File: config.mk
export PLATFORM = sky130hd
export DESIGN_NAME = axilite_master
export DESIGN_NICKNAME = d
export VERILOG_FILES = /design/src/rtl/axilite_master.sv
export SDC_FILE = /design/constraint.sdc
export NUM_CORES = 1
export LEC_CHECK = 0
export ABC_AREA = 1
export CAP_MARGIN = 10
export CORE_MARGIN = 1.5
export CORE_UTILIZATION = 49
export CTS_BUF_LIST = sky130_fd_sc_hd__clkbuf_16
export DETAILED_ROUTE_END_ITERATION = 12
export GPL_TIMING_DRIVEN = 0
export PLACE_DENSITY = 0.81
export SYNTH_ARGS = -nofsm -noshare
export SYNTH_HDL_FRONTEND = slang
export SYNTH_SLANG_ARGS = --single-unit
File: constraint.sdc
create_clock -name AXI_ACLK -period 8.1 [get_ports AXI_ACLK]
set_input_delay 1.215 -clock AXI_ACLK [delete_from_list [all_inputs] [get_ports AXI_ACLK]]
set_output_delay 1.215 -clock AXI_ACLK [all_outputs]
set_load 0.005 [all_outputs]
File: src/rtl/axilite_master.sv
// AXI4-Lite master: turns single-cycle write/read request pulses into one
// outstanding AXI4-Lite transaction at a time, with a per-transaction timeout.
module axilite_master #(
    parameter int AXI_ADDRESS_WIDTH = 16,
    parameter int TIMEOUT_CYCLES    = 64
) (
    input  logic                         AXI_ACLK,
    input  logic                         AXI_RESET,
    input  logic                         usr_wreq,
    input  logic [AXI_ADDRESS_WIDTH-3:0] usr_waddr,
    input  logic [31:0]                  usr_wdata,
    input  logic [3:0]                   usr_wstrb,
    output logic                         usr_wack,
    input  logic                         usr_rreq,
    input  logic [AXI_ADDRESS_WIDTH-3:0] usr_raddr,
    output logic [31:0]                  usr_rdata,
    output logic                         usr_rack,
    output logic [1:0]                   usr_resp,
    output logic                         usr_timeout,
    output logic                         usr_busy,
    output logic                         AXI_AWVALID,
    output logic [AXI_ADDRESS_WIDTH-1:0] AXI_AWADDR,
    input  logic                         AXI_AWREADY,
    output logic                         AXI_WVALID,
    output logic [31:0]                  AXI_WDATA,
    output logic [3:0]                   AXI_WSTRB,
    input  logic                         AXI_WREADY,
    input  logic                         AXI_BVALID,
    input  logic [1:0]                   AXI_BRESP,
    output logic                         AXI_BREADY,
    output logic                         AXI_ARVALID,
    output logic [AXI_ADDRESS_WIDTH-1:0] AXI_ARADDR,
    input  logic                         AXI_ARREADY,
    input  logic                         AXI_RVALID,
    input  logic [1:0]                   AXI_RRESP,
    input  logic [31:0]                  AXI_RDATA,
    output logic                         AXI_RREADY
);

    localparam int         UAW     = AXI_ADDRESS_WIDTH - 2;
    localparam logic [9:0] TO_LAST = 10'(TIMEOUT_CYCLES - 1);

    typedef enum logic [2:0] {IDLE, WR_AW_W, WR_B, RD_AR, RD_R} state_t;

    state_t                         state_q, state_d;
    logic [9:0]                     cnt_q, cnt_d;
    logic                           pw_q, pw_d, pr_q, pr_d;
    logic [UAW-1:0]                 pw_addr_q, pw_addr_d, pr_addr_q, pr_addr_d;
    logic [31:0]                    pw_data_q, pw_data_d;
    logic [3:0]                     pw_strb_q, pw_strb_d;
    logic                           awvalid_q, awvalid_d, wvalid_q, wvalid_d;
    logic                           bready_q, bready_d, arvalid_q, arvalid_d, rready_q, rready_d;
    logic [AXI_ADDRESS_WIDTH-1:0]   awaddr_q, awaddr_d, araddr_q, araddr_d;
    logic [31:0]                    wdata_q, wdata_d, rdata_q, rdata_d;
    logic [3:0]                     wstrb_q, wstrb_d;
    logic                           wack_q, wack_d, rack_q, rack_d, timeout_q, timeout_d;
    logic                           busy_q, busy_d;
    logic [1:0]                     resp_q, resp_d;
    logic                           to_hit_s, wr_abort_s, rd_abort_s;

    assign to_hit_s = (cnt_q == TO_LAST);

    // Next-state, request capture and registered-output computation
    always_comb begin
        state_d    = state_q;
        cnt_d      = cnt_q + 10'd1;
        pw_d       = pw_q;
        pw_addr_d  = pw_addr_q;
        pw_data_d  = pw_data_q;
        pw_strb_d  = pw_strb_q;
        pr_d       = pr_q;
        pr_addr_d  = pr_addr_q;
        awvalid_d  = awvalid_q;
        awaddr_d   = awaddr_q;
        wvalid_d   = wvalid_q;
        wdata_d    = wdata_q;
        wstrb_d    = wstrb_q;
        bready_d   = bready_q;
        arvalid_d  = arvalid_q;
        araddr_d   = araddr_q;
        rready_d   = rready_q;
        rdata_d    = rdata_q;
        resp_d     = resp_q;
        wack_d     = 1'b0;
        rack_d     = 1'b0;
        timeout_d  = 1'b0;
        wr_abort_s = 1'b0;
        rd_abort_s = 1'b0;

        // a request is only taken when its own slot is free; otherwise dropped
        if (usr_wreq && !pw_q) begin
            pw_d      = 1'b1;
            pw_addr_d = usr_waddr;
            pw_data_d = usr_wdata;
            pw_strb_d = usr_wstrb;
        end else begin
            pw_d = pw_d;
        end
        if (usr_rreq && !pr_q) begin
            pr_d      = 1'b1;
            pr_addr_d = usr_raddr;
        end else begin
            pr_d = pr_d;
        end

        case (state_q)
            IDLE: begin
                cnt_d = 10'd0;
                if (pw_q || usr_wreq) begin
                    state_d   = WR_AW_W;
                    awvalid_d = 1'b1;
                    wvalid_d  = 1'b1;
                    pw_d      = 1'b0;
                    if (pw_q) begin
                        awaddr_d = {pw_addr_q, 2'b00};
                        wdata_d  = pw_data_q;
                        wstrb_d  = pw_strb_q;
                    end else begin
                        awaddr_d = {usr_waddr, 2'b00};
                        wdata_d  = usr_wdata;
                        wstrb_d  = usr_wstrb;
                    end
                end else if (pr_q || usr_rreq) begin
                    state_d   = RD_AR;
                    arvalid_d = 1'b1;
                    pr_d      = 1'b0;
                    if (pr_q) begin
                        araddr_d = {pr_addr_q, 2'b00};
                    end else begin
                        araddr_d = {usr_raddr, 2'b00};
                    end
                end else begin
                    state_d = IDLE;
                end
            end
            WR_AW_W: begin
                if (to_hit_s) begin
                    wr_abort_s = 1'b1;
                end else begin
                    if (AXI_AWREADY) begin
                        awvalid_d = 1'b0;
                    end else begin
                        awvalid_d = awvalid_q;
                    end
                    if (AXI_WREADY) begin
                        wvalid_d = 1'b0;
                    end else begin
                        wvalid_d = wvalid_q;
                    end
                    if ((!awvalid_q || AXI_AWREADY) && (!wvalid_q || AXI_WREADY)) begin
                        state_d  = WR_B;
                        bready_d = 1'b1;
                    end else begin
                        state_d = WR_AW_W;
                    end
                end
            end
            WR_B: begin
                // a response arriving on the timeout cycle still counts as completion
                if (AXI_BVALID && bready_q) begin
                    state_d  = IDLE;
                    bready_d = 1'b0;
                    resp_d   = AXI_BRESP;
                    wack_d   = 1'b1;
                end else if (to_hit_s) begin
                    wr_abort_s = 1'b1;
                end else begin
                    state_d = WR_B;
                end
            end
            RD_AR: begin
                if (to_hit_s) begin
                    rd_abort_s = 1'b1;
                end else if (AXI_ARREADY) begin
                    state_d   = RD_R;
                    arvalid_d = 1'b0;
                    rready_d  = 1'b1;
                end else begin
                    state_d = RD_AR;
                end
            end
            RD_R: begin
                if (AXI_RVALID && rready_q) begin
                    state_d  = IDLE;
                    rready_d = 1'b0;
                    rdata_d  = AXI_RDATA;
                    resp_d   = AXI_RRESP;
                    rack_d   = 1'b1;
                end else if (to_hit_s) begin
                    rd_abort_s = 1'b1;
                end else begin
                    state_d = RD_R;
                end
            end
            default: begin
                state_d   = IDLE;
                awvalid_d = 1'b0;
                wvalid_d  = 1'b0;
                bready_d  = 1'b0;
                arvalid_d = 1'b0;
                rready_d  = 1'b0;
            end
        endcase

        // bus recovery: abandon the hung transaction and report SLVERR
        if (wr_abort_s || rd_abort_s) begin
            state_d   = IDLE;
            awvalid_d = 1'b0;
            wvalid_d  = 1'b0;
            bready_d  = 1'b0;
            arvalid_d = 1'b0;
            rready_d  = 1'b0;
            resp_d    = 2'b10;
            timeout_d = 1'b1;
            wack_d    = wr_abort_s;
            rack_d    = rd_abort_s;
            if (rd_abort_s) begin
                rdata_d = 32'hDEAD_BEEF;
            end else begin
                rdata_d = rdata_q;
            end
        end else begin
            timeout_d = 1'b0;
        end

        busy_d = pw_d | pr_d | (state_d != IDLE);
    end

    // State and output registers
    always_ff @(posedge AXI_ACLK or posedge AXI_RESET) begin
        if (AXI_RESET) begin
            state_q   <= IDLE;
            cnt_q     <= 10'd0;
            pw_q      <= 1'b0;
            pw_addr_q <= '0;
            pw_data_q <= 32'd0;
            pw_strb_q <= 4'd0;
            pr_q      <= 1'b0;
            pr_addr_q <= '0;
            awvalid_q <= 1'b0;
            awaddr_q  <= '0;
            wvalid_q  <= 1'b0;
            wdata_q   <= 32'd0;
            wstrb_q   <= 4'd0;
            bready_q  <= 1'b0;
            arvalid_q <= 1'b0;
            araddr_q  <= '0;
            rready_q  <= 1'b0;
            rdata_q   <= 32'd0;
            resp_q    <= 2'b00;
            wack_q    <= 1'b0;
            rack_q    <= 1'b0;
            timeout_q <= 1'b0;
            busy_q    <= 1'b0;
        end else begin
            state_q   <= state_d;
            cnt_q     <= cnt_d;
            pw_q      <= pw_d;
            pw_addr_q <= pw_addr_d;
            pw_data_q <= pw_data_d;
            pw_strb_q <= pw_strb_d;
            pr_q      <= pr_d;
            pr_addr_q <= pr_addr_d;
            awvalid_q <= awvalid_d;
            awaddr_q  <= awaddr_d;
            wvalid_q  <= wvalid_d;
            wdata_q   <= wdata_d;
            wstrb_q   <= wstrb_d;
            bready_q  <= bready_d;
            arvalid_q <= arvalid_d;
            araddr_q  <= araddr_d;
            rready_q  <= rready_d;
            rdata_q   <= rdata_d;
            resp_q    <= resp_d;
            wack_q    <= wack_d;
            rack_q    <= rack_d;
            timeout_q <= timeout_d;
            busy_q    <= busy_d;
        end
    end

    assign AXI_AWVALID = awvalid_q;
    assign AXI_AWADDR  = awaddr_q;
    assign AXI_WVALID  = wvalid_q;
    assign AXI_WDATA   = wdata_q;
    assign AXI_WSTRB   = wstrb_q;
    assign AXI_BREADY  = bready_q;
    assign AXI_ARVALID = arvalid_q;
    assign AXI_ARADDR  = araddr_q;
    assign AXI_RREADY  = rready_q;
    assign usr_wack    = wack_q;
    assign usr_rack    = rack_q;
    assign usr_rdata   = rdata_q;
    assign usr_resp    = resp_q;
    assign usr_timeout = timeout_q;
    assign usr_busy    = busy_q;

endmodule

==> out/qor.txt, run 1 <==
number of global-route vias before repair: 6,773
synthesized flop and latch total: 186
post-DR vias/cell: 4.967
setup repair after global routing missed its margin: false
Die Y-Extent: 132.2 um
global-route wire length before repair: 32.64 mm
top-level I/O count: 220
post_cts resized: 0
starting density of the core: 0.4966
post-synthesis cell type with the largest combined area: sky130_fd_sc_hd__dfrtp_1
post-CTS setup buffers: 0
power density cells: 356.4 mW/mm2
primary flip-flop cell chosen by synthesis mapping: sky130_fd_sc_hd__dfrtp_1
H-Tree Depth: 4
Die ar.: 0.01747 mm2
DRC errors left: 0
status: finished clean
final hold slack: 463.7 ps
number of warnings printed during yosys synthesis: 0
worst vdd ir: 0.1927 mV
number of synthesized flops with an enable pin: 0
sequential element share of the synthesized area: 0.5692
number of standard-cell rows in the floorplan: 47
TritonRoute pass-1 iters: 6
DR WL/cell: 14.24 um
overall die width: 132.2 um
total count of max-transition violations in the final report: 0
Fin Clk Skew: 9.044 ps
number of antenna violations at the first check in global routing: 0
CTS sink cnt: 186
Final Routed Wirelength: 19.49 mm
Ant. Diodes: 0
CTS Root Cell: sky130_fd_sc_hd__clkbuf_16
endpoint kind of the worst setup timing path: output pin
CP delay by family, top: buffers and inverters
clock insertion delay at the later pin of the skew report: 420 ps
type of the most critical hold path: flip-flop to flip-flop
remaining antenna violation count: 0
TritonCTS clock tree: built
critical path's largest stage delay: 520 ps
total routing resource utilization after global routing: 0.2320
Post-layout nets: 1,245
max-capacitance violation count: 0
Cell Count, Final, Fillers Out: 1,368
slowest cell on the critical path: sky130_fd_sc_hd__clkdlybuf4s50_1
half-perimeter wire length after placement: 13.84 mm
number of buffers created by CTS: 17
Bufs on Longest Clock Path: 2
total global routing overflow: 0
Buf+Inv Stages, Crit Path: 1
Max-Slew Margin vs Limit: 0.5759
Final Critical Period: 2554 ps
largest fanout on the critical path: 3
number of violations reported at the end of detailed-routing iteration 0: 365
Syn Inst Count: 897
Syn-to-layout area delta: 37.32%
CORE AREA: 0.01647 mm2
Design Power: 4.001 mW
fraction of layout instances using a drive strength above 1: 0.1115
Worst setup SP type: flip-flop
Register Area: 0.004654 mm2
per-instance average area after synthesis: 9.115 um2
cell total after placement: 1,336
WP data arrival: 1340 ps
final weighted congestion in routability-driven placement: 0.8627
total vias in the final route: 6,795
start-to-end type of the worst setup path: flip-flop to output pin
Yosys top cell area share: 0.5692
Port Buffers: 215
list of most frequent post-synthesis cells: 231 x sky130_fd_sc_hd__nand2_1, 186 x sky130_fd_sc_hd__dfrtp_1, 112 x sky130_fd_sc_hd__o21ai_0
fillcell total: 1,324
endpoints failing hold: 0
Final Cycle Share: 0.3154
total standard cell area after synthesis: 0.008177 mm2
largest cells by area after synthesis: sky130_fd_sc_hd__dfrtp_1 57%, sky130_fd_sc_hd__nand2_1 11%, sky130_fd_sc_hd__o21ai_0 6.9%
hold buffers post-CTS: 0
maximum operating frequency: 391.5 MHz
Total Neg Setup Slack: 0 ps
Post-Route Utilization: 0.6819
measured slew at the worst slew-check pin: 636.1 ps
critical path required time: 6880 ps
fraction of registers with async set or reset after synthesis: 1.000
maximum number of pins on one net before global-route repair: 99
synth unique cells: 34
Leak: 5.445 nW
Worst-path clk slew: 70 ps
chain of cells forming the critical path: clkdlybuf4s50_1
area used by multi-input combinational logic: 0.002795 mm2
final count of negative-setup-slack endpoints: 0
most frequent cell after synthesis: sky130_fd_sc_hd__nand2_1
[stage by stage]
step / setup slack, ps / cell area, um2
global placement: -580.6 / 10620
detailed placement: 5231 / 10650
CTS: 5528 / 11230
global route: 5487 / 11230
floorplan: 1828 / 8188
finish: 5546 / 11230
[area by class of cell]
class                   count  share of cell area
clock buffers              17             0.03789
inverters                 107             0.03644
well taps                 220             0.02452
clock inverters            15             0.01359
repair buffers            216              0.1941
plain buffers              52             0.02998
multi-input cells         555              0.2489
flip-flops and latches    186              0.4145
[layer usage]
metal	track usage	wire length, um
met1	0.3012	8424
met2	0.3854	9665
met3	0.05921	1089
met4	0.06960	307
met5	0	0
[registers in the layout, summed over array words and instances, names as in the netlist]
register,flops
AXI_AWVALID,1
pw_data_q,32
usr_busy,1
usr_wack,1
usr_rack,1
usr_rdata,32
cnt_q,10
AXI_WSTRB,4
pr_q,1
AXI_ARADDR,14
pw_addr_q,14
AXI_WVALID,1
usr_resp,2
pr_addr_q,14
AXI_BREADY,1
AXI_WDATA,32
AXI_ARVALID,1
pw_q,1
state_q,3
usr_timeout,1
AXI_AWADDR,14
AXI_RREADY,1
pw_strb_q,4
[kinds of logic after synthesis]
kind of cell    Yosys count  synth area share
compound gates          209            0.1520
buf+inv                 159           0.09028
mux                      14           0.01928
simple gates            326            0.1662
other cells               1         0.0004586
flops                   186            0.5692
fa+ha+maj                 1          0.001530
xor+xnor                  1          0.001071
[final timing paths]
check                      cells past startpoint  slack, ps            end       start
max                                            1       5550     AXI_BREADY  AXI_BREADY
min                                            1        460       cnt_q[0]    cnt_q[0]
max in group asynchronous                      3       5970  pw_data_q[21]   AXI_RESET
min reg2reg                                    1        460       cnt_q[0]    cnt_q[0]
min in group asynchronous                      2       1260  usr_rdata[25]   AXI_RESET
max reg2reg                                   10       6410  usr_rdata[25]    cnt_q[0]
[report_power, final]
part | total [mW] | internal (mW) | leakage, nW | switching (mW)
clock | 0.814 | 0.455 | 0.279 | 0.359
combinational | 1.67 | 0.810 | 2.83 | 0.861
sequential | 1.52 | 1.31 | 2.34 | 0.207
total | 4.00 | 2.57 | 5.45 | 1.43
[cell usage in the layout, fill, tap and decap left out, drive strengths merged, types with 8 or more instances in the layout]
cell type / netlist / layout
dfrtp: 186 / 186
clkbuf: 22 / 39
o22ai: 24 / 24
clkdlybuf4s50: 0 / 215
a31oi: 14 / 14
a21oi: 8 / 8
nand2: 240 / 240
nand3: 37 / 37
inv: 106 / 110
o21ai: 162 / 162
buf: 30 / 31
mux2: 14 / 14
nor2: 42 / 42
Power figures use the tool's default switching activity.
==> run 2: changes to the inputs <==
- clock period: 8.1 -> 2.5 ns (I/O delays scaled with it)
==> run 2 against run 1 <==
Clock-buffer cell count unchanged. Critical path depth unchanged. Combinational power rose to 3.3 times the previous value. Non-clock buffer count up 4. Clock skew up 7.8 ps. Setup slack worse by 4800 ps. Clock power rose to 3.2 times the previous value. Power rose to 3.2 times the previous value. Utilization up 0.40 points. Worst hold slack worse by 150 ps. Final cell count up 0.29%. Via count up 0.78%.
==> out/qor.txt, run 2 (synthesis results as in run 1) <==
slowest cell on the critical path: sky130_fd_sc_hd__clkdlybuf4s50_1 (unchanged)
hold buffers post-CTS: 0 (unchanged)
Die ar.: 0.01747 mm2 (unchanged)
number of global-route vias before repair: 6,764 (was 6,773)
CTS sink cnt: 186 (unchanged)
Final Cycle Share: 0.6829
Port Buffers: 215 (unchanged)
chain of cells forming the critical path: clkdlybuf4s50_1 (unchanged)
sequential share of power: 0.378 (was 0.379)
status: finished clean (unchanged)
pre-CTS setup slack: 511.8 ps (was 5231 ps)
endpoint kind of the worst setup timing path: output pin (unchanged)
Total Neg Setup Slack: 0 ps (unchanged)
met1 Usage GRT: 0.3025 (was 0.3012)
post-DR vias/cell: 4.991 (was 4.967)
number of standard-cell rows in the floorplan: 47 (unchanged)
final hold slack: 313.3 ps (was 463.7 ps)
CP delay by family, top: buffers and inverters (unchanged)
H-Tree Depth: 4 (unchanged)
Worst-path clk slew: 70 ps (about the same)
TritonCTS clock tree: built (unchanged)
total vias in the final route: 6,848 (was 6,795)
most heavily used metal layer in global routing: met2 (unchanged)
Internal: 8.351 mW (was 2.574 mW)
total count of max-transition violations in the final report: 0 (unchanged)
number of buffers created by CTS: 17 (unchanged)
final weighted congestion in routability-driven placement: 0.9072 (was 0.8627)
number of violations reported at the end of detailed-routing iteration 0: 335 (was 365)
Final Critical Period: 1707 ps
half-perimeter wire length after placement: 14.09 mm (was 13.84 mm)
power density cells: 1151 mW/mm2 (was 356.4 mW/mm2)
critical path's largest stage delay: 550 ps (was 520 ps)
CORE AREA: 0.01647 mm2 (unchanged)
WP data arrival: 1330 ps (was 1340 ps)
leading cell type in the layout, fill and taps excluded: sky130_fd_sc_hd__nand2_1 (unchanged)
Final Routed Wirelength: 19.74 mm (was 19.49 mm)
clock network fraction of design power: 0.203 (about the same)
global-route wire length before repair: 32.93 mm (was 32.64 mm)
Cell Count, Final, Fillers Out: 1,372 (was 1,368)
largest fanout on the critical path: 3 (unchanged)
clock insertion delay at the later pin of the skew report: 430 ps (was 420 ps)
fillcell total: 1,299 (was 1,324)
DRC errors left: 0 (unchanged)
maximum operating frequency: 585.7 MHz
total global routing overflow: 0 (unchanged)
measured slew at the worst slew-check pin: 510.0 ps (was 636.1 ps)
commonest cells after routing, fill and taps aside: 231 x sky130_fd_sc_hd__nand2_1, 215 x sky130_fd_sc_hd__clkdlybuf4s50_1, 186 x sky130_fd_sc_hd__dfrtp_1 (unchanged)
type of the most critical hold path: input pin to async pin (was flip-flop to flip-flop)
global-route met3 utilization: 0.06228 (was 0.05921)
overall die width: 132.2 um (unchanged)
Ant. Diodes: 0 (unchanged)
number of antenna violations at the first check in global routing: 0 (unchanged)
fraction of layout instances using a drive strength above 1: 0.1155 (was 0.1115)
final count of negative-setup-slack endpoints: 0 (unchanged)
DR WL/cell: 14.39 um (was 14.24 um)
starting density of the core: 0.4966 (unchanged)
Bufs on Longest Clock Path: 2 (unchanged)
Register Area: 0.004654 mm2 (unchanged)
fraction of power spent switching nets: 0.3574 (was 0.3566)
area used by multi-input combinational logic: 0.002795 mm2 (unchanged)
met2 Resource Use GR: 0.3880 (was 0.3854)
post-CTS setup buffers: 0 (unchanged)
Buf+Inv Stages, Crit Path: 1 (unchanged)
Worst setup SP type: flip-flop (unchanged)
total routing resource utilization after global routing: 0.2343 (was 0.2320)
Syn-to-layout area delta: 38.13% (was 37.32%)
cell total after placement: 1,340 (was 1,336)
setup slack of the critical path after layout: 792.8 ps (was 5546 ps)
max-capacitance violation count: 0 (unchanged)
post_cts resized: 0 (unchanged)
top-level I/O count: 220 (unchanged)
endpoints failing hold: 0 (unchanged)
Leak: 5.476 nW (was 5.445 nW)
net load switching power: 4.645 mW (was 1.427 mW)
CTS Root Cell: sky130_fd_sc_hd__clkbuf_16 (unchanged)
Post-layout nets: 1,249 (was 1,245)
remaining antenna violation count: 0 (unchanged)
Max-Slew Margin vs Limit: 0.6600 (was 0.5759)
setup repair after global routing missed its margin: false (unchanged)
start-to-end type of the worst setup path: flip-flop to output pin (unchanged)
TritonRoute pass-1 iters: 5 (was 6)
maximum number of pins on one net before global-route repair: 43 (was 99)
Die Y-Extent: 132.2 um (unchanged)
Comb power frac: 0.419 (was 0.418)
worst setup slack for register-to-register paths: 830 ps (was 6410 ps)
Post-Route Utilization: 0.6859 (was 0.6819)
Fin Clk Skew: 16.89 ps (was 9.044 ps)
worst vdd ir: 0.7085 mV (was 0.1927 mV)
critical path required time: 2120 ps (was 6880 ps)
## run 2: changes by cell type in the layout (fill, tap and decap cells not counted)
| cell | before | now |
|---|---|---|
| sky130_fd_sc_hd__clkinvlp_4 | 3 | 4 |
| sky130_fd_sc_hd__inv_6 | 1 | 2 |
| sky130_fd_sc_hd__inv_8 | 2 | 1 |
| sky130_fd_sc_hd__buf_12 | 0 | 5 |
| sky130_fd_sc_hd__clkinv_1 | 3 | 2 |
| sky130_fd_sc_hd__buf_16 | 1 | 0 |
| sky130_fd_sc_hd__clkinv_2 | 0 | 2 |
| sky130_fd_sc_hd__clkinv_4 | 4 | 2 |
## run 2: per-stage QoR
stage / total power, mW / area (um2)
2_1_floorplan: 8.040 / 8192
3_3_place_gp: 10.20 / 10620
3_5_place_dp: 10.41 / 10720
4_1_cts: 13.10 / 11290
5_1_grt: 13.99 / 11290
6_report: 13.00 / 11290
## run 2: cell type report
class                      instances  share of cell area
sequential                       186              0.4121
multi-input combinational        555              0.2475
timing repair buffer             220              0.1994
clock buffer                      17             0.03766
inverter                         107             0.03589
buffer                            52             0.02980
tap                              220             0.02437
clock inverter                    15             0.01329
## run 2: path summary, 6_finish.rpt
kind	from	endpoint	depth (start not counted)
worst max-delay path	AXI_AWVALID	AXI_AWVALID	1
worst min-delay path	AXI_RESET	AXI_AWADDR[9]	2
worst max register to register	cnt_q[0]	usr_rdata[23]	10
worst min register to register	cnt_q[0]	cnt_q[0]	1
max in group asynchronous	AXI_RESET	usr_rdata[30]	4
min in group AXI_ACLK	cnt_q[0]	cnt_q[0]	1
## run 2: layer usage
| layer | vias up | wire, um |
|---|---|---|
| li1 | 3367 | - |
| met1 | 3255 | 8631 |
| met2 | 203 | 9710 |
| met3 | 23 | 1086 |
| met4 | 0 | 310 |
| met5 | - | 0 |
## run 2: power by group through the flow
stage | registers (mW) | clock network [mW] | logic (mW)
after global routing | 5.07 | 2.84 | 6.08
after CTS | 4.91 | 2.69 | 5.50
after global placement | 4.90 | 0 | 5.30
final | 4.92 | 2.64 | 5.44
after floorplan | 4.87 | 0 | 3.17
after detailed placement | 4.94 | 0 | 5.47
